## src/rtl/audio_pkg.sv

```systemverilog
// Shared types and constants for the two-channel tone mixer.
// Holds the waveform select encoding, default phase width, mid-scale
// output code and the quarter-wave sine table used by each oscillator.
package audio_pkg;

  localparam int         PHASE_W_DEF = 27;
  localparam logic [7:0] SAMPLE_MID  = 8'd128;

  typedef enum logic [2:0] {
    GEN_OFF    = 3'd0,
    GEN_SQUARE = 3'd1,
    GEN_SAW    = 3'd2,
    GEN_TRI    = 3'd3,
    GEN_SINE   = 3'd4,
    GEN_NOISE  = 3'd5
  } gen_sel_e;

  // round(127*sin(2*pi*i/256)) for i = 0..64; entry 64 is the positive peak
  localparam logic [6:0] SINE_QTR [65] = '{
      0,   3,   6,   9,  12,  16,  19,  22,  25,  28,
     31,  34,  37,  40,  43,  46,  49,  51,  54,  57,
     60,  63,  65,  68,  71,  73,  76,  78,  81,  83,
     85,  88,  90,  92,  94,  96,  98, 100, 102, 104,
    106, 107, 109, 111, 112, 113, 115, 116, 117, 118,
    120, 121, 122, 122, 123, 124, 125, 125, 126, 126,
    126, 127, 127, 127, 127
  };

  // Full-cycle sine from the quarter table: p[6] mirrors within a half,
  // p[7] selects the negative half.
  function automatic logic signed [7:0] sine_lut(input logic [7:0] p);
    logic [6:0] idx;
    logic [7:0] mag;
    idx = p[6] ? (7'd0 - p[6:0]) : p[6:0];
    mag = {1'b0, SINE_QTR[idx]};
    return p[7] ? -$signed(mag) : $signed(mag);
  endfunction

endpackage

```

## src/rtl/audio_channel_osc.sv

```systemverilog
// One tone channel: phase accumulator, waveform shaping, volume scaling
// and the stage A sample register. Output is a signed 8-bit sample.
// Build option: AUDIO_NOISE_GEN_EN adds a per-channel 16-bit LFSR noise
// source on gen_sel 5; without it gen_sel 5 is silent and no LFSR exists.
module audio_channel_osc
  import audio_pkg::*;
#(
  parameter int PHASE_W = PHASE_W_DEF
`ifdef AUDIO_NOISE_GEN_EN
  ,
  parameter logic [15:0] NOISE_SEED = 16'hACE1
`endif
) (
  input  logic              clk_i,
  input  logic              rst_i,
  input  logic              en_i,
  input  logic [2:0]        gen_sel_i,
  input  logic [15:0]       freq_i,
  input  logic [7:0]        volume_i,
  output logic signed [7:0] sample_o
);

  logic [PHASE_W-1:0] phase_q, phase_d, phase_sum;
  logic [7:0]         p;
  logic [6:0]         tri_t;
  logic signed [7:0]  wave;
  logic signed [16:0] wave_x, vol_x;
  logic signed [15:0] prod;
  logic signed [7:0]  s_q, s_d;

  assign p = phase_q[PHASE_W-1 -: 8];

  // Next phase: wraps freely while enabled, parked at zero when disabled
  always_comb begin
    phase_sum = phase_q + PHASE_W'(freq_i);
    phase_d   = en_i ? phase_sum : '0;
  end

`ifdef AUDIO_NOISE_GEN_EN
  logic [15:0] lfsr_q, lfsr_d;

  // Fibonacci LFSR (taps 16,14,13,11) steps whenever the waveform index moves
  always_comb begin
    lfsr_d = lfsr_q;
    if (en_i && (phase_sum[PHASE_W-1 -: 8] != p)) begin
      lfsr_d = {lfsr_q[14:0], lfsr_q[15] ^ lfsr_q[13] ^ lfsr_q[12] ^ lfsr_q[10]};
    end
  end

  // LFSR register; keeps its state across disable so noise does not restart
  always_ff @(posedge clk_i) begin
    if (rst_i) lfsr_q <= NOISE_SEED;
    else       lfsr_q <= lfsr_d;
  end
`endif

  // Waveform shaping from the top 8 phase bits, then volume scaling (floor)
  always_comb begin
    tri_t = p[7] ? ~p[6:0] : p[6:0];
    wave  = '0;
    case (gen_sel_i)
      GEN_SQUARE: wave = p[7] ? -8'sd127 : 8'sd127;
      GEN_SAW:    wave = $signed(p ^ 8'h80);
      GEN_TRI:    wave = $signed({tri_t, 1'b0} - 8'd127);
      GEN_SINE:   wave = sine_lut(p);
`ifdef AUDIO_NOISE_GEN_EN
      GEN_NOISE:  wave = $signed(lfsr_q[7:0]);
`else
      GEN_NOISE:  wave = '0;
`endif
      default:    wave = '0;
    endcase
    wave_x = 17'(wave);
    vol_x  = $signed({9'd0, volume_i});
    prod   = 16'(wave_x * vol_x);
    s_d    = en_i ? 8'(prod >>> 8) : '0;
  end

  // Phase accumulator and stage A sample register
  always_ff @(posedge clk_i) begin
    if (rst_i) begin
      phase_q <= '0;
      s_q     <= '0;
    end else begin
      phase_q <= phase_d;
      s_q     <= s_d;
    end
  end

  assign sample_o = s_q;

endmodule

```

## src/rtl/audio_mixer_2ch.sv

```systemverilog
// Two-channel tone synthesizer and mixer. Two oscillator channels feed a
// stage B register that averages them into an offset-128 unsigned sample.
// Build option: AUDIO_NOISE_GEN_EN enables the LFSR noise waveform and the
// NOISE_SEED parameter.
module audio_mixer_2ch
  import audio_pkg::*;
#(
  parameter int PHASE_W = PHASE_W_DEF
`ifdef AUDIO_NOISE_GEN_EN
  ,
  parameter logic [15:0] NOISE_SEED = 16'hACE1
`endif
) (
  input  logic        clk_i,
  input  logic        rst_i,
  input  logic        ch0_en_i,
  input  logic [2:0]  ch0_gen_sel_i,
  input  logic [15:0] ch0_freq_i,
  input  logic [7:0]  ch0_volume_i,
  input  logic        ch1_en_i,
  input  logic [2:0]  ch1_gen_sel_i,
  input  logic [15:0] ch1_freq_i,
  input  logic [7:0]  ch1_volume_i,
  output logic [7:0]  sample_data_o
);

  logic signed [7:0] ch0_s, ch1_s;
  logic signed [8:0] sum_w;
  logic [7:0]        sample_q, sample_d;

  audio_channel_osc #(
    .PHASE_W    (PHASE_W)
`ifdef AUDIO_NOISE_GEN_EN
    ,
    .NOISE_SEED (NOISE_SEED)
`endif
  ) u_ch0 (
    .clk_i     (clk_i),
    .rst_i     (rst_i),
    .en_i      (ch0_en_i),
    .gen_sel_i (ch0_gen_sel_i),
    .freq_i    (ch0_freq_i),
    .volume_i  (ch0_volume_i),
    .sample_o  (ch0_s)
  );

  audio_channel_osc #(
    .PHASE_W    (PHASE_W)
`ifdef AUDIO_NOISE_GEN_EN
    ,
    .NOISE_SEED (NOISE_SEED)
`endif
  ) u_ch1 (
    .clk_i     (clk_i),
    .rst_i     (rst_i),
    .en_i      (ch1_en_i),
    .gen_sel_i (ch1_gen_sel_i),
    .freq_i    (ch1_freq_i),
    .volume_i  (ch1_volume_i),
    .sample_o  (ch1_s)
  );

  // Halve the 9-bit sum so two full-scale channels cannot overflow, then
  // shift to offset-128
  always_comb begin
    sum_w    = 9'(ch0_s) + 9'(ch1_s);
    sample_d = 8'(sum_w >>> 1) + SAMPLE_MID;
  end

  // Stage B output register; reset parks the output at mid-scale silence
  always_ff @(posedge clk_i) begin
    if (rst_i) sample_q <= SAMPLE_MID;
    else       sample_q <= sample_d;
  end

  assign sample_data_o = sample_q;

endmodule

```

## config.mk

```make
export PLATFORM = sky130hd
export DESIGN_NAME = audio_mixer_2ch
export DESIGN_NICKNAME = d
export VERILOG_FILES = /design/src/rtl/audio_pkg.sv /design/src/rtl/audio_channel_osc.sv /design/src/rtl/audio_mixer_2ch.sv
export SDC_FILE = /design/constraint.sdc
export NUM_CORES = 1
export LEC_CHECK = 0
export ABC_AREA = 1
export CORE_UTILIZATION = 30
export CTS_CLUSTER_SIZE = 24
export DETAILED_ROUTE_END_ITERATION = 7
export GPL_ROUTABILITY_DRIVEN = 0
export SETUP_SLACK_MARGIN = 0.5
export SYNTH_ARGS = -nofsm -noshare
export SYNTH_HDL_FRONTEND = slang
export SYNTH_SLANG_ARGS = --single-unit
```

## constraint.sdc

```tcl
create_clock -name clk_i -period 12.65 [get_ports clk_i]
set_clock_uncertainty 0.05 [all_clocks]
set_input_delay 2.53 -clock clk_i [delete_from_list [all_inputs] [get_ports clk_i]]
set_output_delay 2.53 -clock clk_i [all_outputs]
set_load 0.005 [all_outputs]
```

==> impl_metrics.toml, run 1 <==
[power_and_ir_drop]
reported_leakage_power_nw = 5.95
irDropWorstVdd_mv = 0.0670
p_total_mw = 0.762
areal_power_density_over_the_cells_nw_per_um2 = 63.7

[layout]
layout_cells_sized_above_1 = 0.0609
sequential_cell_area_um2 = 1560
multiInputGateArea_um2 = 7930
num-fill-cells = 3694
utilization = 0.345
net_count_reported_at_finish = 1857
antennaDiodeCount = 0
finalInstanceArea_um2 = 12000
flow.area_growth_from_synthesis_pct = 12.9

[die]
coreArea_um2 = 34600
design.portCount = 66
floorplan.rows = 68
design.die.area_um2 = 36100
die_width_um = 190
die_h_um = 190
initial_utilization = 0.306

[timing]
worstMarginPinSlew_ps = 1120
finalCritPeriodShare = 0.647
maxClockFrequency_mhz = 122
finalCriticalPeriod_ps = 8180
finalSetupViolCount = 0
unrepaired_setup_endpoints_after_global_routing = "no"
setup_tns_ps = 0
timing.final.max_slew_violations = 0
relSlewSlack = 0.248
hold_slack_ps = 431
report.final.hold_viol_count = 0

[clock_tree]
numCtsBuffers = 9
clock_insertion_delay_worst_skew_ps = 340
cts_sinks = 78
post_cts_resize_count = 0
clock_tree.htree_level_count = 3
clockBufferDepth = 2
cts.root.buffer_cell = "sky130_fd_sc_hd__clkbuf_16"
quantity_of_hold_fixing_buffers_added_after_cts = 0
postCtsSetupRepairBufs = 0
cts.reportedPaths.clkPinSlew_ps = 60
tritoncts = "built"

[global_routing]
grt_pass1_vias = 9473
first_pass_grt_wire_length_um = 45300
grt_start_max_net_pins = 23
antenna_violations_before_repair = 1
grt-ovfl-total = 0
grt_util_all_layers = 0.151

[detailed_routing]
drtAntennaViolNets = 0
drt_wl_total_um = 26200
detailedRoute.firstPassIterationCount = 5
routedWlPerCell_um = 12.8
detailroute.via_count = 9897
drc = 0
via_per_inst = 4.83
detailedRoute.firstIterationViolations = 567

[synth]
mappedNetlistArea_um2 = 10600
ys_seq_elements = 78
synth_seq_area_share = 0.147
postSynthCellCount = 1540
share_of_synthesized_flip_flops_with_an_asynchronous_set_or_reset = 0
total_of_warnings_raised_by_yosys = 0
synth_nets = 1808
synthFlopType = "sky130_fd_sc_hd__dfxtp_1"
synth.lib_cells_used.distinct = 53
synth_area_per_cell_um2 = 6.88
edff_count_synth = 0

[worst_setup_path]
cp_data_required_time_ps = 12870
critical_path_class = "input pin to register"
arrival_time_of_data_at_the_critical_path_endpoint_ps = 8400
end_kind = "register"
peak_fanout_along_the_critical_path = 7
cp-start-kind = "input pin"

[min_path]
hold_path_class = "register to register"

[placed_design]
placed_instance_area_um2 = 11600
io_buffers = 65
final_hpwl_dp_um = 21500

[status]
outcome = "finished clean"

[flow_run]
cap_viol_max_count = 0
worst paths after layout:
kind                            depth (start not counted)                    startpoint                           end  slack, ps
worst max-delay path                                   23              ch1_gen_sel_i[2]  u_ch1.sample_o[7]$_SDFF_PP0_       4470
worst min-delay path                                    1  u_ch1.phase_q[18]$_SDFF_PP0_  u_ch1.phase_q[18]$_SDFF_PP0_        430
worst max register to register                         41  u_ch1.phase_q[19]$_SDFF_PP0_  u_ch1.sample_o[7]$_SDFF_PP0_       4550
worst min register to register                          1  u_ch1.phase_q[18]$_SDFF_PP0_  u_ch1.phase_q[18]$_SDFF_PP0_        430
cell usage in the layout, fill, tap and decap left out, types with 7 or more instances in the layout:
cell / synthesis / layout
sky130_fd_sc_hd__o21a_1: 16 / 16
sky130_fd_sc_hd__fa_1: 73 / 73
sky130_fd_sc_hd__nand3_1: 93 / 93
sky130_fd_sc_hd__nand2_2: 14 / 14
sky130_fd_sc_hd__o21ai_0: 80 / 80
sky130_fd_sc_hd__clkbuf_16: 0 / 9
sky130_fd_sc_hd__nor2_2: 16 / 16
sky130_fd_sc_hd__o21bai_1: 7 / 7
sky130_fd_sc_hd__inv_1: 227 / 227
sky130_fd_sc_hd__inv_2: 18 / 18
sky130_fd_sc_hd__nand3_2: 13 / 13
sky130_fd_sc_hd__nand4_1: 10 / 10
sky130_fd_sc_hd__dfxtp_1: 78 / 78
sky130_fd_sc_hd__nor3_1: 20 / 20
sky130_fd_sc_hd__a211oi_1: 7 / 7
sky130_fd_sc_hd__a21oi_1: 161 / 161
sky130_fd_sc_hd__clkdlybuf4s50_1: 0 / 65
sky130_fd_sc_hd__ha_1: 137 / 137
sky130_fd_sc_hd__nor2_1: 145 / 145
sky130_fd_sc_hd__o21ai_1: 9 / 9
sky130_fd_sc_hd__nand2_1: 319 / 319
layer usage:
| layer | wire length [µm] | GRT usage | part of all wire | up-vias |
|---|---|---|---|---|
| met5 | 12 | 0 | 0.00046 | - |
| met4 | 270 | 0.0288 | 0.010 | 2 |
| met3 | 1310 | 0.0255 | 0.050 | 22 |
| met2 | 11700 | 0.243 | 0.45 | 214 |
| met1 | 12900 | 0.213 | 0.49 | 4542 |
| li1 | - | - | - | 5117 |
state kept, by name, indices dropped and copies added, names as in the netlist:
| register | cells |
|---|---|
| sample_data_o | 8 |
| u_ch1.phase_q | 27 |
| u_ch1.sample_o | 8 |
| u_ch0.sample_o | 8 |
| u_ch0.phase_q | 27 |
where the power goes:
part | internal [mW] | switching, mW
Clock | 0.174 | 0.0998
Combinational | 0.0900 | 0.134
Sequential | 0.259 | 0.00591
Total | 0.523 | 0.239
layout make-up:
type / instances / share of cell area
multi-input combinational: 1188 / 0.663
clock buffer: 13 / 0.0234
inverter: 247 / 0.0778
sequential: 78 / 0.131
clock inverter: 3 / 0.00335
timing repair buffer: 65 / 0.0544
tap: 455 / 0.0476
logic make-up after synthesis:
logic type	Yosys count	share of synthesized area
DFF	78	0.147
AOI/OAI and AO/OA	311	0.164
and+or+nand+nor	655	0.274
adders and majority gates	210	0.300
xor gates and xnor gates	12	0.00992
buffers and inverters	274	0.104
Yosys cell counts, drive strengths merged, types with 6 or more instances:
cell	instances	share of area
nand2	337	0.13
inv	246	0.087
a21oi	167	0.082
nor2	161	0.061
ha	137	0.16
nand3	107	0.058
o21ai	92	0.045
dfxtp	78	0.15
fa	73	0.14
nor3	20	0.0095
buf	18	0.013
o21a	16	0.011
nand4	10	0.0059
clkbuf	9	0.0032
a211oi	7	0.0050
o21bai	7	0.0050
nand3b	6	0.0043
o211ai	6	0.0043
xnor2	6	0.0050
xor2	6	0.0050
worst max-delay path, cell delays in order:
cell and delay, ps:
sky130_fd_sc_hd__clkdlybuf4s50_1 490, sky130_fd_sc_hd__inv_1 90, sky130_fd_sc_hd__nor3_1 740, sky130_fd_sc_hd__nand3_2 320, sky130_fd_sc_hd__nand2_1 190, sky130_fd_sc_hd__nand2_1 80
sky130_fd_sc_hd__fa_1 490, sky130_fd_sc_hd__fa_1 520, sky130_fd_sc_hd__fa_1 510, sky130_fd_sc_hd__fa_1 550, sky130_fd_sc_hd__inv_1 40, sky130_fd_sc_hd__ha_1 300
sky130_fd_sc_hd__nand2_1 80, sky130_fd_sc_hd__a21oi_1 130, sky130_fd_sc_hd__nor2_1 60, sky130_fd_sc_hd__o311ai_0 580, sky130_fd_sc_hd__nand2_1 150, sky130_fd_sc_hd__nand2_1 110
sky130_fd_sc_hd__xor2_1 140, sky130_fd_sc_hd__inv_1 60, sky130_fd_sc_hd__nand3_1 70, sky130_fd_sc_hd__nand2_1 50, sky130_fd_sc_hd__nor2_1 100
metrics by stage:
stage,setup slack (ps),cells
2_1_floorplan,5380,1540
3_3_place_gp,4250,2033
3_5_place_dp,4150,2033
4_1_cts,4480,2049
5_1_grt,3900,2049
6_report,4470,2049
Power figures use the tool's default switching activity.
==> run 2: changes to the inputs <==
Clock period 12.65 ns to 7.4 ns, I/O delays scaled along.
==> run 2 against run 1 <==
Compared with the run above: power grew 66%; wire length grew 5.4%; clock power grew 47%; combinational power grew 83%; via count grew 3.1%; cell area grew 7.2%; global-route usage grew 0.20 points; die area is the same; core utilization grew 2.5 points; worst setup slack lost 3700 ps.
==> impl_metrics.toml, run 2 (synthesis results as in run 1) <==
[timing]
finalSetupViolCount = 0
timing.final.max_slew_violations = 0
maxClockFrequency_mhz = 151
worstMarginPinSlew_ps = 753
relSlewSlack = 0.498
hold_slack_ps = 431
finalCritPeriodShare = 0.895
worst_slack_ps = 779
setup_tns_ps = 0
unrepaired_setup_endpoints_after_global_routing = "yes"
finalCriticalPeriod_ps = 6620
report.final.hold_viol_count = 0

[power_and_ir_drop]
areal_power_density_over_the_cells_nw_per_um2 = 98.7
irDropWorstVdd_mv = 0.112
reported_leakage_power_nw = 6.33

[clock_tree]
tritoncts = "built"
cts.root.buffer_cell = "sky130_fd_sc_hd__clkbuf_16"
clock_tree.htree_level_count = 3
clock_insertion_delay_worst_skew_ps = 340
quantity_of_hold_fixing_buffers_added_after_cts = 0
numCtsBuffers = 9
cts_sinks = 78
clockBufferDepth = 2
cts.reportedPaths.clkPinSlew_ps = 60

[worst_setup_path]
end_kind = "register"
critical_path.most_common_cell = "sky130_fd_sc_hd__nand2_1"
cp_data_required_time_ps = 7570
critical_path.n_buffers_inverters = 6
critical_path_class = "register to register"
critical-path-slowest-cell = "sky130_fd_sc_hd__fa_1"
peak_fanout_along_the_critical_path = 7
cpLargestDelayFamily = "adder cells"
arrival_time_of_data_at_the_critical_path_endpoint_ps = 6790
critical-path-max-stage-delay_ps = 550
cp-start-kind = "register"

[die]
floorplan.rows = 68
design.portCount = 66
coreArea_um2 = 34600
initial_utilization = 0.306
die_width_um = 190
design.die.area_um2 = 36100
die_h_um = 190

[detailed_routing]
detailedRoute.firstPassIterationCount = 5
met1_length_um = 13600
met3_length_um = 1030
drtAntennaViolNets = 0
detailroute.wirelength.met2_um = 12600
drc = 0
drt_wl_total_um = 27600
detailedRoute.firstIterationViolations = 578
routedWlPerCell_um = 13.1
detailroute.via_count = 10200
topRoutingLayerUsed = "met5"
via_per_inst = 4.84

[global_routing]
first_pass_grt_wire_length_um = 45900
grt_pass1_vias = 9485
grt_util_all_layers = 0.153
grt-ovfl-total = 0
antenna_violations_before_repair = 1
grt_start_max_net_pins = 23

[layout]
finalNonFillerCells = 2109
layout_commonest_cell = "sky130_fd_sc_hd__nand2_1"
finalInstanceArea_um2 = 12800
layout_top_registers = "u_ch0.phase_q (27), u_ch1.phase_q (27)"
flow.area_growth_from_synthesis_pct = 21.0
num-fill-cells = 3611
antennaDiodeCount = 0
layout_cells_sized_above_1 = 0.140
net_count_reported_at_finish = 1917
most_frequent_cells_in_the_layout = "sky130_fd_sc_hd__nand2_1 (305), sky130_fd_sc_hd__inv_1 (216), sky130_fd_sc_hd__a21oi_1 (149), sky130_fd_sc_hd__nor2_1 (136), sky130_fd_sc_hd__ha_1 (129)"

[flow_run]
cap_viol_max_count = 0

[placed_design]
placed_instance_area_um2 = 11800
pre_cts_ws_ps = 102
final_hpwl_dp_um = 21900
placed_cells = 2058
io_buffers = 65

[status]
outcome = "finished clean"

[min_path]
hold_path_class = "register to register"
-- run 2: layout make-up --
type                       instances  area (µm²)  area share
clock buffer                      15         258      0.0201
clock inverter                     1        5.00    0.000391
inverter                         247         947      0.0739
multi-input combinational       1188        8360       0.653
sequential                        78        1570       0.123
tap                              455         569      0.0444
timing repair buffer             125        1100      0.0861
-- run 2: through the flow --
step | utilization | total power [mW]
floorplan | - | 0.724
global placement | 0.341 | 0.842
detailed placement | 0.341 | 0.849
CTS | 0.350 | 1.26
global route | 0.370 | 1.36
finish | 0.370 | 1.26
-- run 2: worst paths after layout --
kind                           startpoint                            to  slack [ps]  cells after the start
max          u_ch0.phase_q[20]$_SDFF_PP0_  u_ch0.sample_o[3]$_SDFF_PP0_         780                     37
min          u_ch1.phase_q[18]$_SDFF_PP0_  u_ch1.phase_q[18]$_SDFF_PP0_         430                      1
max reg2reg  u_ch0.phase_q[20]$_SDFF_PP0_  u_ch0.sample_o[3]$_SDFF_PP0_         780                     37
min reg2reg  u_ch1.phase_q[18]$_SDFF_PP0_  u_ch1.phase_q[18]$_SDFF_PP0_         430                      1
-- run 2: timing repair --
item,CTS,global route
setup endpoints to repair,4,15
buffers inserted,1,34
cloned,0,0
resized for setup,10,110
pin swaps,1,41
-- run 2: worst reg2reg max path, delay by kind of cell (launching register included) --
kind	cells	cell delay (ps)
flip-flops	1	370
AND/OR/NAND/NOR	14	1400
AO/OA/AOI/OAI	9	1260
buffers and inverters	6	440
adder cells (fa/ha/maj)	8	2990
-- run 2: power breakdown --
group | leakage [nW] | switching (mW) | internal, mW
clock | 0.128 | 0.165 | 0.236
sequential | 0.639 | 0.0103 | 0.442
combinational | 5.56 | 0.244 | 0.167
total | 6.33 | 0.419 | 0.845
-- run 2: routing by layer --
| metal | global-route usage | up-vias |
|---|---|---|
| met5 | 0 | - |
| met1 | 0.214 | 4726 |
| met3 | 0.0232 | 27 |
| met2 | 0.249 | 191 |
| met4 | 0.0310 | 2 |
| li1 | - | 5254 |
==> run 3: changes to the inputs <==
Settings changed: SETUP_SLACK_MARGIN 0.5 to 0.3, TNS_END_PERCENT from default to 50.
==> run 3 against run 2 <==
Compared with the run above: worst setup slack got worse by 66 ps; wire length decreased by 1.4%; critical path depth is 12 lower; sequential power is essentially flat; power fell by 0.97%; largest cell class unchanged; hold slack hardly changed; clock power is essentially flat; combinational power decreased by 3%; register-to-register slack worse by 20 ps.
==> impl_metrics.toml, run 3 (synthesis results as in run 1) <==
[power_and_ir_drop]
switching_share = 0.330
irDropWorstVdd_mv = 0.112
reported_leakage_power_nw = 6.15
netSwitchingPower_mw = 0.413
pwr-share-clk = 0.321
p_seq_frac = 0.362
areal_power_density_over_the_cells_nw_per_um2 = 101
intPower_mw = 0.839
power_frac_comb = 0.318

[worst_setup_path]
arrival_time_of_data_at_the_critical_path_endpoint_ps = 6860
critical-path-max-stage-delay_ps = 560
rr_startpoint = "u_ch0.phase_q[20]$_SDFF_PP0_"
setup.reg_to_reg.worst_slack_ps = 760
critical_path_class = "input pin to register"
critical_path.n_buffers_inverters = 6
critical_path.most_common_cell = "sky130_fd_sc_hd__inv_1"
worst-r2r-cell-count = 38
regToRegEndpoint = "u_ch0.sample_o[7]$_SDFF_PP0_"
cpLargestDelayFamily = "adder cells"
worst_setup_path_startpoint = "ch0_gen_sel_i[1]"
cp-start-kind = "input pin"
cp_data_required_time_ps = 7570
end_kind = "register"
critical-path-slowest-cell = "sky130_fd_sc_hd__fa_1"
timing.critical_path.to = "u_ch0.sample_o[7]$_SDFF_PP0_"
critical_path_cell_count = 25
peak_fanout_along_the_critical_path = 8

[clock_tree]
numCtsBuffers = 9
clock_tree.htree_level_count = 3
cts_sinks = 78
clock_insertion_delay_worst_skew_ps = 340
cts.root.buffer_cell = "sky130_fd_sc_hd__clkbuf_16"
tritoncts = "built"
cts.reportedPaths.clkPinSlew_ps = 60
clockBufferDepth = 2

[detailed_routing]
drc = 0
routedWlPerCell_um = 13.0
detailedRoute.firstPassIterationCount = 5
drt_wl_total_um = 27200
drtAntennaViolNets = 0
met1_length_um = 13500
topRoutingLayerUsed = "met5"
detailedRoute.firstIterationViolations = 645
detailroute.via_count = 10100
met3_length_um = 1070
detailroute.wirelength.met2_um = 12200
via_per_inst = 4.82

[die]
floorplan.rows = 68
coreArea_um2 = 34600
design.portCount = 66
die_width_um = 190
die_h_um = 190
design.die.area_um2 = 36100
initial_utilization = 0.306

[global_routing]
first_pass_grt_wire_length_um = 45700
grt_pass1_vias = 9444
grt-ovfl-total = 0
grt_util_all_layers = 0.153
antenna_violations_before_repair = 1
grt_start_max_net_pins = 23

[placed_design]
final_hpwl_dp_um = 21900
placed_instance_area_um2 = 11800
placed_cells = 2058
io_buffers = 65

[status]
outcome = "finished clean"

[timing]
unrepaired_setup_endpoints_after_global_routing = "no"
finalSetupViolCount = 0
timing.final.max_slew_violations = 0
relSlewSlack = 0.488
finalCritPeriodShare = 0.904
finalCriticalPeriod_ps = 6690
worstMarginPinSlew_ps = 761
report.final.hold_viol_count = 0
setup_tns_ps = 0
maxClockFrequency_mhz = 150

[layout]
flow.area_growth_from_synthesis_pct = 17.5
layout_commonest_cell = "sky130_fd_sc_hd__nand2_1"
most_frequent_cells_in_the_layout = "sky130_fd_sc_hd__nand2_1 (312), sky130_fd_sc_hd__inv_1 (223), sky130_fd_sc_hd__a21oi_1 (154), sky130_fd_sc_hd__nor2_1 (142), sky130_fd_sc_hd__ha_1 (133)"
finalNonFillerCells = 2093
layout_cells_sized_above_1 = 0.106
utilization = 0.359
net_count_reported_at_finish = 1901
finalInstanceArea_um2 = 12400
layout_top_registers = "u_ch0.phase_q (27), u_ch1.phase_q (27)"
antennaDiodeCount = 0

[min_path]
hold_path_class = "register to register"

[flow_run]
cap_viol_max_count = 0
[run 3: cell count changes in the layout (fill, tap and decap cells not counted), moves of 6 or more]
cell                      delta
sky130_fd_sc_hd__buf_4      -16
sky130_fd_sc_hd__nand3_1     +8
sky130_fd_sc_hd__nand3_2     -8
sky130_fd_sc_hd__inv_1       +7
sky130_fd_sc_hd__nand2_1     +7
sky130_fd_sc_hd__nor2_1      +6
[run 3: stage by stage]
step                      hold WS (ps)  setup slack (ps)  power [mW]
after floorplan                    393               634       0.724
after global placement             412               200       0.842
after detailed placement           420               102       0.849
after CTS                          433               301        1.26
after global routing               456               281        1.35
final                              431               713        1.25
[run 3: worst min-delay path by stage]
stage	cells after the start	to	start	slack, ps
3_3_place_gp	1	u_ch1.phase_q[18]$_SDFF_PP0_	u_ch1.phase_q[18]$_SDFF_PP0_	410
5_1_grt	1	u_ch1.phase_q[18]$_SDFF_PP0_	u_ch1.phase_q[18]$_SDFF_PP0_	460
2_1_floorplan	1	u_ch1.phase_q[18]$_SDFF_PP0_	u_ch1.phase_q[18]$_SDFF_PP0_	390
4_1_cts	1	u_ch1.phase_q[18]$_SDFF_PP0_	u_ch1.phase_q[18]$_SDFF_PP0_	430
6_report	1	u_ch1.phase_q[18]$_SDFF_PP0_	u_ch1.phase_q[18]$_SDFF_PP0_	430
3_5_place_dp	1	u_ch1.phase_q[18]$_SDFF_PP0_	u_ch1.phase_q[18]$_SDFF_PP0_	420
[run 3: power by group through the flow]
stage | Combinational [mW] | Clock (mW) | Sequential [mW]
floorplan | 0.266 | 0 | 0.458
CTS | 0.391 | 0.416 | 0.453
global placement | 0.380 | 0 | 0.462
detailed placement | 0.387 | 0 | 0.462
global route | 0.462 | 0.435 | 0.455
finish | 0.398 | 0.402 | 0.453
[run 3: area by class of cell]
| cell class | count | area (µm²) |
|---|---|---|
| Clock inverter | 1 | 5.00 |
| Fill cell | 3657 | 22200 |
| Clock buffer | 15 | 258 |
| Timing Repair Buffer | 109 | 981 |
| Tap cell | 455 | 569 |
| Sequential cell | 78 | 1570 |
| Inverter | 247 | 943 |
| Multi-Input combinational cell | 1188 | 8110 |
[run 3: repair_timing]
action / in CTS / in global routing
gates resized for setup: 0 / 57
hold buffers: 0 / 0
setup buffers: 0 / 19
setup endpoints to repair: 0 / 14
[run 3: per-layer routing]
metal	vias up	track usage
li1	5215	-
met1	4638	0.214
met2	189	0.248
met4	2	0.0310
met5	-	0
met3	34	0.0232
